File: src/rtl/lth_minmax_sched_pkg.sv
// Shared definitions for the streaming min/max sequencer: data width and FSM state encoding.
package lth_minmax_sched_pkg;
  localparam int DATA_W = 8;

  typedef enum logic [1:0] {
    S_IDLE    = 2'd0,
    S_CMP_MIN = 2'd1,
    S_CMP_MAX = 2'd2,
    S_OUT     = 2'd3
  } state_t;
endpackage

File: src/rtl/lth_8bit.sv
// Signed 8-bit less-than comparator: r_o = (x_i < y_i) in two's complement.
module lth_8bit (
  input  logic [7:0] x_i,
  input  logic [7:0] y_i,
  output logic       r_o
);
  assign r_o = $signed(x_i) < $signed(y_i);
endmodule

File: src/rtl/lth_minmax_sched.sv
// Frame min/max/count tracker that time-shares a single signed comparator
// between the running-minimum and running-maximum updates.
module lth_minmax_sched
  import lth_minmax_sched_pkg::*;
#(
  parameter int CNT_W = 8
) (
  input  logic              clk,
  input  logic              rst_n,
  input  logic              in_valid,
  output logic              in_ready,
  input  logic [DATA_W-1:0] in_data,
  input  logic              in_last,
  output logic              out_valid,
  input  logic              out_ready,
  output logic [DATA_W-1:0] out_min,
  output logic [DATA_W-1:0] out_max,
  output logic [CNT_W-1:0]  out_count
);
  state_t            state_q, state_d;
  logic [DATA_W-1:0] min_q, min_d;
  logic [DATA_W-1:0] max_q, max_d;
  logic [DATA_W-1:0] hold_q, hold_d;
  logic [CNT_W-1:0]  count_q, count_d;
  logic              last_hold_q, last_hold_d;
  logic              first_q, first_d;

  logic [DATA_W-1:0] cmp_x, cmp_y;
  logic              cmp_r;
  logic              accept;

  // Operand routing: min phase asks hold<min, max phase asks max<hold.
  always_comb begin
    cmp_x = hold_q;
    cmp_y = min_q;
    if (state_q == S_CMP_MAX) begin
      cmp_x = max_q;
      cmp_y = hold_q;
    end
  end

  lth_8bit u_cmp (
    .x_i (cmp_x),
    .y_i (cmp_y),
    .r_o (cmp_r)
  );

  assign in_ready  = (state_q == S_IDLE);
  assign out_valid = (state_q == S_OUT);
  assign accept    = in_valid & in_ready;
  assign out_min   = min_q;
  assign out_max   = max_q;
  assign out_count = count_q;

  always_comb begin
    state_d     = state_q;
    min_d       = min_q;
    max_d       = max_q;
    hold_d      = hold_q;
    count_d     = count_q;
    last_hold_d = last_hold_q;
    first_d     = first_q;
    case (state_q)
      S_IDLE: begin
        if (accept) begin
          if (first_q) begin
            min_d   = in_data;
            max_d   = in_data;
            count_d = CNT_W'(1);
            first_d = 1'b0;
            if (in_last) state_d = S_OUT;
          end else begin
            hold_d      = in_data;
            last_hold_d = in_last;
            state_d     = S_CMP_MIN;
          end
        end
      end
      S_CMP_MIN: begin
        if (cmp_r) min_d = hold_q;
        state_d = S_CMP_MAX;
      end
      S_CMP_MAX: begin
        if (cmp_r) max_d = hold_q;
        if (!(&count_q)) count_d = count_q + CNT_W'(1);
        state_d = last_hold_q ? S_OUT : S_IDLE;
      end
      S_OUT: begin
        if (out_ready) begin
          first_d = 1'b1;
          state_d = S_IDLE;
        end
      end
      default: state_d = S_IDLE;
    endcase
  end

  always_ff @(posedge clk or negedge rst_n) begin
    if (!rst_n) begin
      state_q     <= S_IDLE;
      min_q       <= '0;
      max_q       <= '0;
      hold_q      <= '0;
      count_q     <= '0;
      last_hold_q <= 1'b0;
      first_q     <= 1'b1;
    end else begin
      state_q     <= state_d;
      min_q       <= min_d;
      max_q       <= max_d;
      hold_q      <= hold_d;
      count_q     <= count_d;
      last_hold_q <= last_hold_d;
      first_q     <= first_d;
    end
  end
endmodule

File: config.mk
export PLATFORM = sky130hd
export DESIGN_NAME = lth_minmax_sched
export DESIGN_NICKNAME = d
export VERILOG_FILES = /design/src/rtl/lth_minmax_sched_pkg.sv /design/src/rtl/lth_8bit.sv /design/src/rtl/lth_minmax_sched.sv
export SDC_FILE = /design/constraint.sdc
export NUM_CORES = 1
export LEC_CHECK = 0
export CAP_MARGIN = 25
export CORE_ASPECT_RATIO = 1.5
export CORE_MARGIN = 2
export CORE_UTILIZATION = 58
export DETAILED_ROUTE_END_ITERATION = 6
export PLACE_DENSITY = 0.85
export SLEW_MARGIN = 20
export SYNTH_ARGS = -nofsm -noshare
export SYNTH_HDL_FRONTEND = slang
export SYNTH_SLANG_ARGS = --single-unit
File: constraint.sdc
create_clock -name clk -period 6.6 [get_ports clk]
set_clock_uncertainty 0.15 [all_clocks]
set_input_delay 0.99 -clock clk [delete_from_list [all_inputs] [get_ports clk]]
set_output_delay 0.99 -clock clk [all_outputs]
set_load 0.05 [all_outputs]
# After elaboration in Yosys (flattened, before gate mapping)
# Index checks and enable logic that the tools add are counted.
dict set report word_totals {
  latchBits 0
  ff_bits 36
  mem_bits_rw 0
  output_inout_bits 26
  elab_cells 52
  input_bits 13
  romBits 0
  memories 0
}
dict set report op_classes {
  reduce_logical 11
  n_bitwise 2
  div 0
  magnitude_cmp 1
  n_mul 0
  muxes 20
  n_shift 0
  n_addsub 1
  eq_ne 10
}
# cell count
set op_table {}
lappend op_table {{8-bit 2-to-1 mux} 8}
lappend op_table {{8-bit one-hot mux with 2 select lines} 3}
lappend op_table {{4-bit AND reduction} 3}
lappend op_table {{2-bit 2-to-1 mux} 5}
lappend op_table {{3-bit AND reduction} 3}
lappend op_table {{8-bit by 1-bit adder with 8-bit output (second input constant)} 1}
lappend op_table {{8-bit < comparator} 1}
lappend op_table {{2-bit one-hot mux with 4 select lines} 1}
lappend op_table {{8-bit AND reduction} 1}
lappend op_table {{2-bit by 1-bit != test with 1-bit output (second input constant)} 3}
lappend op_table {{2-bit != test (second input constant)} 3}
lappend op_table {{2-bit nonzero test} 3}
lappend op_table {{2-bit equality test (second input constant)} 2}
lappend op_table {{3-bit != test (second input constant)} 1}
lappend op_table {{2-bit by 1-bit equality test with 1-bit output (second input constant)} 1}
lappend op_table {{2-bit logical NOT} 1}
lappend op_table {{1-bit 2-to-1 mux} 2}
lappend op_table {{1-bit one-hot mux with 2 select lines} 1}
lappend op_table {{1-bit bitwise AND} 1}
lappend op_table {{1-bit inverter} 1}

# Depth between registers and ports, before layout
dict set report depth {
  word_depth 5
  depth_mapped 13
}

# Modules after synthesis
# A second synthesis with hierarchy kept.
dict set report hier_totals {
  cells_unflattened 240
  area_unflattened_um2 2140.8
}
# module cells_each instances seq_area_each_um2 area_per_inst_um2
set modules_own_cells {}
lappend modules_own_cells {lth_minmax_sched 214 1 902.1 1946.9}
lappend modules_own_cells {lth_8bit 26 1 0.0 193.9}

# Least setup slack after synthesis
# Ideal clock, no wire load.
dict set report synth_path {
  path_kind {reg2reg}
  start {register state_q[0]}
  end {register max_q[5], in the netlist out_max[5]}
  arrival_ps 2634
  stages_incl_launch_ff 13
  setup_ps 126
  n_path_buf 4
  setup_slack_ps 3690
  path_cell_list {dfrtp_1 > nand2b_4 > clkbuf_1 > buf_1 > a21oi_1 > ha_1 > nand4_1 > nor2_1 > a21oi_2 > nor2b_1 > buf_2 > buf_4 > o311a_1}
}
dict set report synth_via {
  elab_chain_cells 5
  word_cells_on_any_way 12
  classes_between {order compare: 1; eq/ne: 4; mux: 3; bitwise: 1; reduce/logical: 3}
}
# element line
set synth_lines {}
lappend synth_lines {{start: declaration} lth_minmax_sched.sv:20} ;# state_t state_q, state_d;
lappend synth_lines {{start signal: assignment} lth_minmax_sched.sv:108} ;# state_q <= state_d;
lappend synth_lines {{2-bit equality test} {lth_minmax_sched.sv:36, lth_minmax_sched.sv:63}}
lappend synth_lines {{8-bit 2-to-1 mux} lth_minmax_sched.sv:36} ;# if (state_q == S_CMP_MAX) begin
lappend synth_lines {{8-bit < comparator} lth_8bit.sv:7} ;# assign r_o = $signed(x_i) < $signed(y_i);
lappend synth_lines {{2-bit != test (no source line)} --}
lappend synth_lines {{4-bit AND reduction (no source line)} --}
lappend synth_lines {{end signal: assignment} lth_minmax_sched.sv:110} ;# max_q <= max_d;
lappend synth_lines {{end: declaration} lth_minmax_sched.sv:22} ;# logic [DATA_W-1:0] max_q, max_d;
# Parallel ways exist; a longest one is shown, timed or not.
# A chain may end at the register's enable or synchronous reset.

# Worst setup path after layout
dict set report layout_path {
  start {register state_q[1]}
  end {register max_q[7], in the netlist out_max[7]}
}
# The elaborated chain is that of the path after synthesis.

==> metrics.txt <==
# TYPE chip_impl_metric gauge
chip_impl_metric{name="vias",unit=""} 2445
chip_impl_metric{name="cts.repair_timing.setup_buffer_count",unit=""} 0
chip_impl_metric{name="async_flop_share",unit=""} 1.00
chip_impl_metric{name="post_detailed_placement_half_perimeter_wirelength",unit="mm"} 4.45
chip_impl_metric{name="drc",unit=""} 0
chip_impl_metric{name="placed_cells_incl_taps",unit=""} 359
chip_impl_info{name="crit_type",value="flip-flop to flip-flop"} 1
chip_impl_metric{name="route.antenna.remaining_nets",unit=""} 0
chip_impl_metric{name="grt_start_max_net_pins",unit=""} 37
chip_impl_metric{name="drv_cap",unit=""} 0
chip_impl_metric{name="use_met2",unit=""} 0.480
chip_impl_metric{name="final-max-slew-violation-count",unit=""} 0
chip_impl_info{name="busiest_layer",value="met2"} 1
chip_impl_metric{name="grt.met3_usage",unit=""} 0.0465
chip_impl_info{name="synth_top_cells_by_area",value="sky130_fd_sc_hd__dfrtp_1 (35%), sky130_fd_sc_hd__nand2_1 (10%), sky130_fd_sc_hd__o311a_1 (6.5%), sky130_fd_sc_hd__a2111oi_0 (5.7%), sky130_fd_sc_hd__mux2_2 (4.1%)"} 1
chip_impl_metric{name="synthesis.instances",unit=""} 291
chip_impl_metric{name="critPathMaxFanout",unit=""} 23
chip_impl_metric{name="drtIter0Drc",unit=""} 98
chip_impl_metric{name="core_area",unit="um^2"} 4170
chip_impl_metric{name="yosys_warnings",unit=""} 0
chip_impl_metric{name="worst_ep_required_time",unit="ns"} 6.63
chip_impl_metric{name="number_of_flops_mapped_to_enable_cells_by_yosys",unit=""} 0
chip_impl_metric{name="global_route.overflow_total",unit=""} 0
chip_impl_metric{name="antenna_found_initial",unit=""} 0
chip_impl_metric{name="final_worst_path_period_share",unit=""} 0.589
chip_impl_info{name="buffer_cell_driving_the_clock_tree_root",value="sky130_fd_sc_hd__clkbuf_8"} 1
chip_impl_info{name="synthMostInstantiatedCell",value="sky130_fd_sc_hd__nand2_1"} 1
chip_impl_metric{name="setup_ws",unit="ns"} 2.71
chip_impl_metric{name="grt.total_usage",unit=""} 0.289
chip_impl_metric{name="path_clk_slew",unit="ns"} 0.07
chip_impl_metric{name="synth.ff_latch_count",unit=""} 36
chip_impl_metric{name="grt_pass1_vias",unit=""} 2390
chip_impl_metric{name="post_synth.cell_area_avg",unit="um^2"} 8.51
chip_impl_metric{name="netlist.area_leader.share",unit=""} 0.354
chip_impl_metric{name="ctsHtreeMaxLevel",unit=""} 2
chip_impl_metric{name="clock_sinks",unit=""} 36
chip_impl_metric{name="number_of_search_and_repair_iterations_in_the_first_detailed_routing_pass",unit=""} 4
chip_impl_metric{name="numPortBuffers",unit=""} 38
chip_impl_metric{name="initial_utilization",unit=""} 0.594
chip_impl_metric{name="synth_cell_type_count",unit=""} 45
chip_impl_metric{name="clock_latency",unit="ns"} 0.30
chip_impl_metric{name="cts_buffer_depth",unit=""} 2
chip_impl_metric{name="layout.nets",unit=""} 342
chip_impl_metric{name="final_cell_count_no_fill",unit=""} 368
chip_impl_info{name="rsz0062_at_grt",value="no"} 1
chip_impl_metric{name="antenna_cells_inserted",unit=""} 0
chip_impl_info{name="run_status",value="finished, final reports clean"} 1
chip_impl_metric{name="preCtsSetupSlack",unit="ns"} 2.77
chip_impl_metric{name="report.final.hold_viol_count",unit=""} 0
chip_impl_metric{name="floorplan.io_pins",unit=""} 39
chip_impl_info{name="prevailing_post_synth_register_cell",value="sky130_fd_sc_hd__dfrtp_1"} 1
chip_impl_metric{name="wl_per_cell",unit="um"} 18.2
chip_impl_metric{name="clock.fmax",unit="MHz"} 257
chip_impl_metric{name="timing.setup.tns",unit="ns"} 0
chip_impl_metric{name="synthesis.area",unit="um^2"} 2480
chip_impl_metric{name="layout-area-overhead-vs-synth",unit="%"} 18.1
chip_impl_metric{name="gp_congestion",unit=""} 0.886
chip_impl_metric{name="seq_area_frac_synth",unit=""} 0.364
chip_impl_metric{name="vias_per_cell",unit=""} 6.64
chip_impl_metric{name="finalCriticalPeriod",unit="ns"} 3.89
chip_impl_info{name="cts_tree",value="yes"} 1
chip_impl_info{name="cell_accounting_for_the_most_synthesized_area",value="sky130_fd_sc_hd__dfrtp_1"} 1
chip_impl_metric{name="hold-path-cell-count",unit=""} 1
chip_impl_metric{name="use_met1",unit=""} 0.347
chip_impl_metric{name="num_rows",unit=""} 29
chip_impl_info{name="holdCritPathClass",value="flip-flop to flip-flop"} 1
chip_impl_metric{name="mappedNetlistNets",unit=""} 312
chip_impl_metric{name="r2r.worst_path.cells",unit=""} 9
chip_impl_metric{name="number_of_buffers_inserted_during_clock_tree_synthesis",unit=""} 5
chip_impl_info{name="critical_path.startpoint_type",value="flip-flop"} 1
chip_impl_info{name="worst_setup_path_end_kind",value="flip-flop"} 1
chip_impl_metric{name="postRouteWirelength",unit="mm"} 6.69
chip_impl_metric{name="setup-violations-final",unit=""} 0
chip_impl_metric{name="post_cts_resized",unit=""} 0
chip_impl_info{name="ys_top_cells_by_count",value="sky130_fd_sc_hd__nand2_1 (68), sky130_fd_sc_hd__dfrtp_1 (35), sky130_fd_sc_hd__o21ai_0 (19)"} 1
chip_impl_metric{name="fp.dieArea",unit="um^2"} 4820
chip_impl_metric{name="chipWidth",unit="um"} 57.4
chip_impl_metric{name="grt_pass1_wl",unit="mm"} 11.0
chip_impl_metric{name="chipHeight",unit="um"} 84.0
chip_impl_metric{name="hold_buffers",unit=""} 0
chip_impl_metric{name="drive_above_1_share",unit=""} 0.0776
chip_impl_metric{name="transition_time_at_the_pin_with_the_least_slew_margin",unit="ns"} 1.02
chip_impl_metric{name="final.fill_count",unit=""} 340
chip_impl_metric{name="timing.slew.headroom",unit=""} 0.314
chip_impl_metric{name="arrival",unit="ns"} 3.92
## cell families after synthesis
| group | Yosys count | share of synthesized area |
|---|---|---|
| and+or+nand+nor | 123 | 0.242 |
| adders and majority gates | 8 | 0.0404 |
| buffers and inverters | 21 | 0.0419 |
| xor gates and xnor gates | 3 | 0.0106 |
| AOI/OAI and AO/OA | 91 | 0.260 |
| DFF | 36 | 0.364 |
| muxes | 9 | 0.0409 |
## state kept, by name, summed over array words and instances, names as in the netlist
register	cells
last_hold_q	1
out_min	8
first_q	1
out_count	8
out_max	8
state_q	2
hold_q	8
## metrics by stage
step                utilization  hold WS (ns)  area, um^2
finish                    0.701         0.373        2930
floorplan                     -         0.332        2480
global placement          0.679         0.362        2830
detailed placement        0.679         0.367        2830
global route              0.701         0.393        2930
CTS                       0.698         0.383        2910
## worst max-delay path, stage by stage, from the launching register on
cell and delay [ns]:
sky130_fd_sc_hd__dfrtp_1 0.79, sky130_fd_sc_hd__and2b_1 0.48, sky130_fd_sc_hd__and2_1 0.21, sky130_fd_sc_hd__a21oi_1 0.05, sky130_fd_sc_hd__ha_1 0.30, sky130_fd_sc_hd__a21oi_1 0.07, sky130_fd_sc_hd__o21ai_1 0.79, sky130_fd_sc_hd__nor2b_1 0.32
sky130_fd_sc_hd__buf_4 0.28, sky130_fd_sc_hd__o311a_1 0.34
## metal layers
layer  vias to the layer above  part of all wire
met2                       120              0.51
met3                        25             0.072
met5                         -                 0
met1                      1154              0.38
met4                         0             0.033
li1                       1146                 -
## layout make-up
cell class	count	area (um^2)	share of cell area
flip-flops and latches	36	902	0.308
inverters	3	11.3	0.00385
well taps	46	57.6	0.0197
clock buffers	7	76.3	0.0261
multi-input cells	234	1470	0.503
clock inverters	1	5.00	0.00171
repair buffers	41	402	0.137
## cell usage in the layout (no fill, tap or decap), types with 5 or more instances in the layout
master	n
sky130_fd_sc_hd__nor2_1	8
sky130_fd_sc_hd__a21oi_1	13
sky130_fd_sc_hd__mux2_2	9
sky130_fd_sc_hd__dfrtp_1	35
sky130_fd_sc_hd__nand2_1	68
sky130_fd_sc_hd__nand3_1	8
sky130_fd_sc_hd__a2111oi_0	16
sky130_fd_sc_hd__ha_1	8
sky130_fd_sc_hd__clkbuf_8	5
sky130_fd_sc_hd__o21ai_0	19
sky130_fd_sc_hd__and2_1	8
sky130_fd_sc_hd__nor2b_1	10
sky130_fd_sc_hd__o311a_1	16
sky130_fd_sc_hd__clkdlybuf4s50_1	37
sky130_fd_sc_hd__o22ai_1	16
## worst paths after layout
kind | to | from | slack, ns
setup / recovery | out_max[7]$_DFFE_PN0P_ | state_q[1]$_DFFE_PN0P_ | 2.71
hold / removal | last_hold_q$_DFFE_PN0P_ | last_hold_q$_DFFE_PN0P_ | 0.37
setup reg to reg | out_max[7]$_DFFE_PN0P_ | state_q[1]$_DFFE_PN0P_ | 2.71
hold reg to reg | last_hold_q$_DFFE_PN0P_ | last_hold_q$_DFFE_PN0P_ | 0.37
max in group asynchronous | hold_q[7]$_DFFE_PN0P_ | rst_n | 5.12
min in group asynchronous | last_hold_q$_DFFE_PN0P_ | rst_n | 0.65
Power is left out: the tool's default activity adds up to more than one toggle a clock period on the data nets, which glitch-free logic cannot reach.
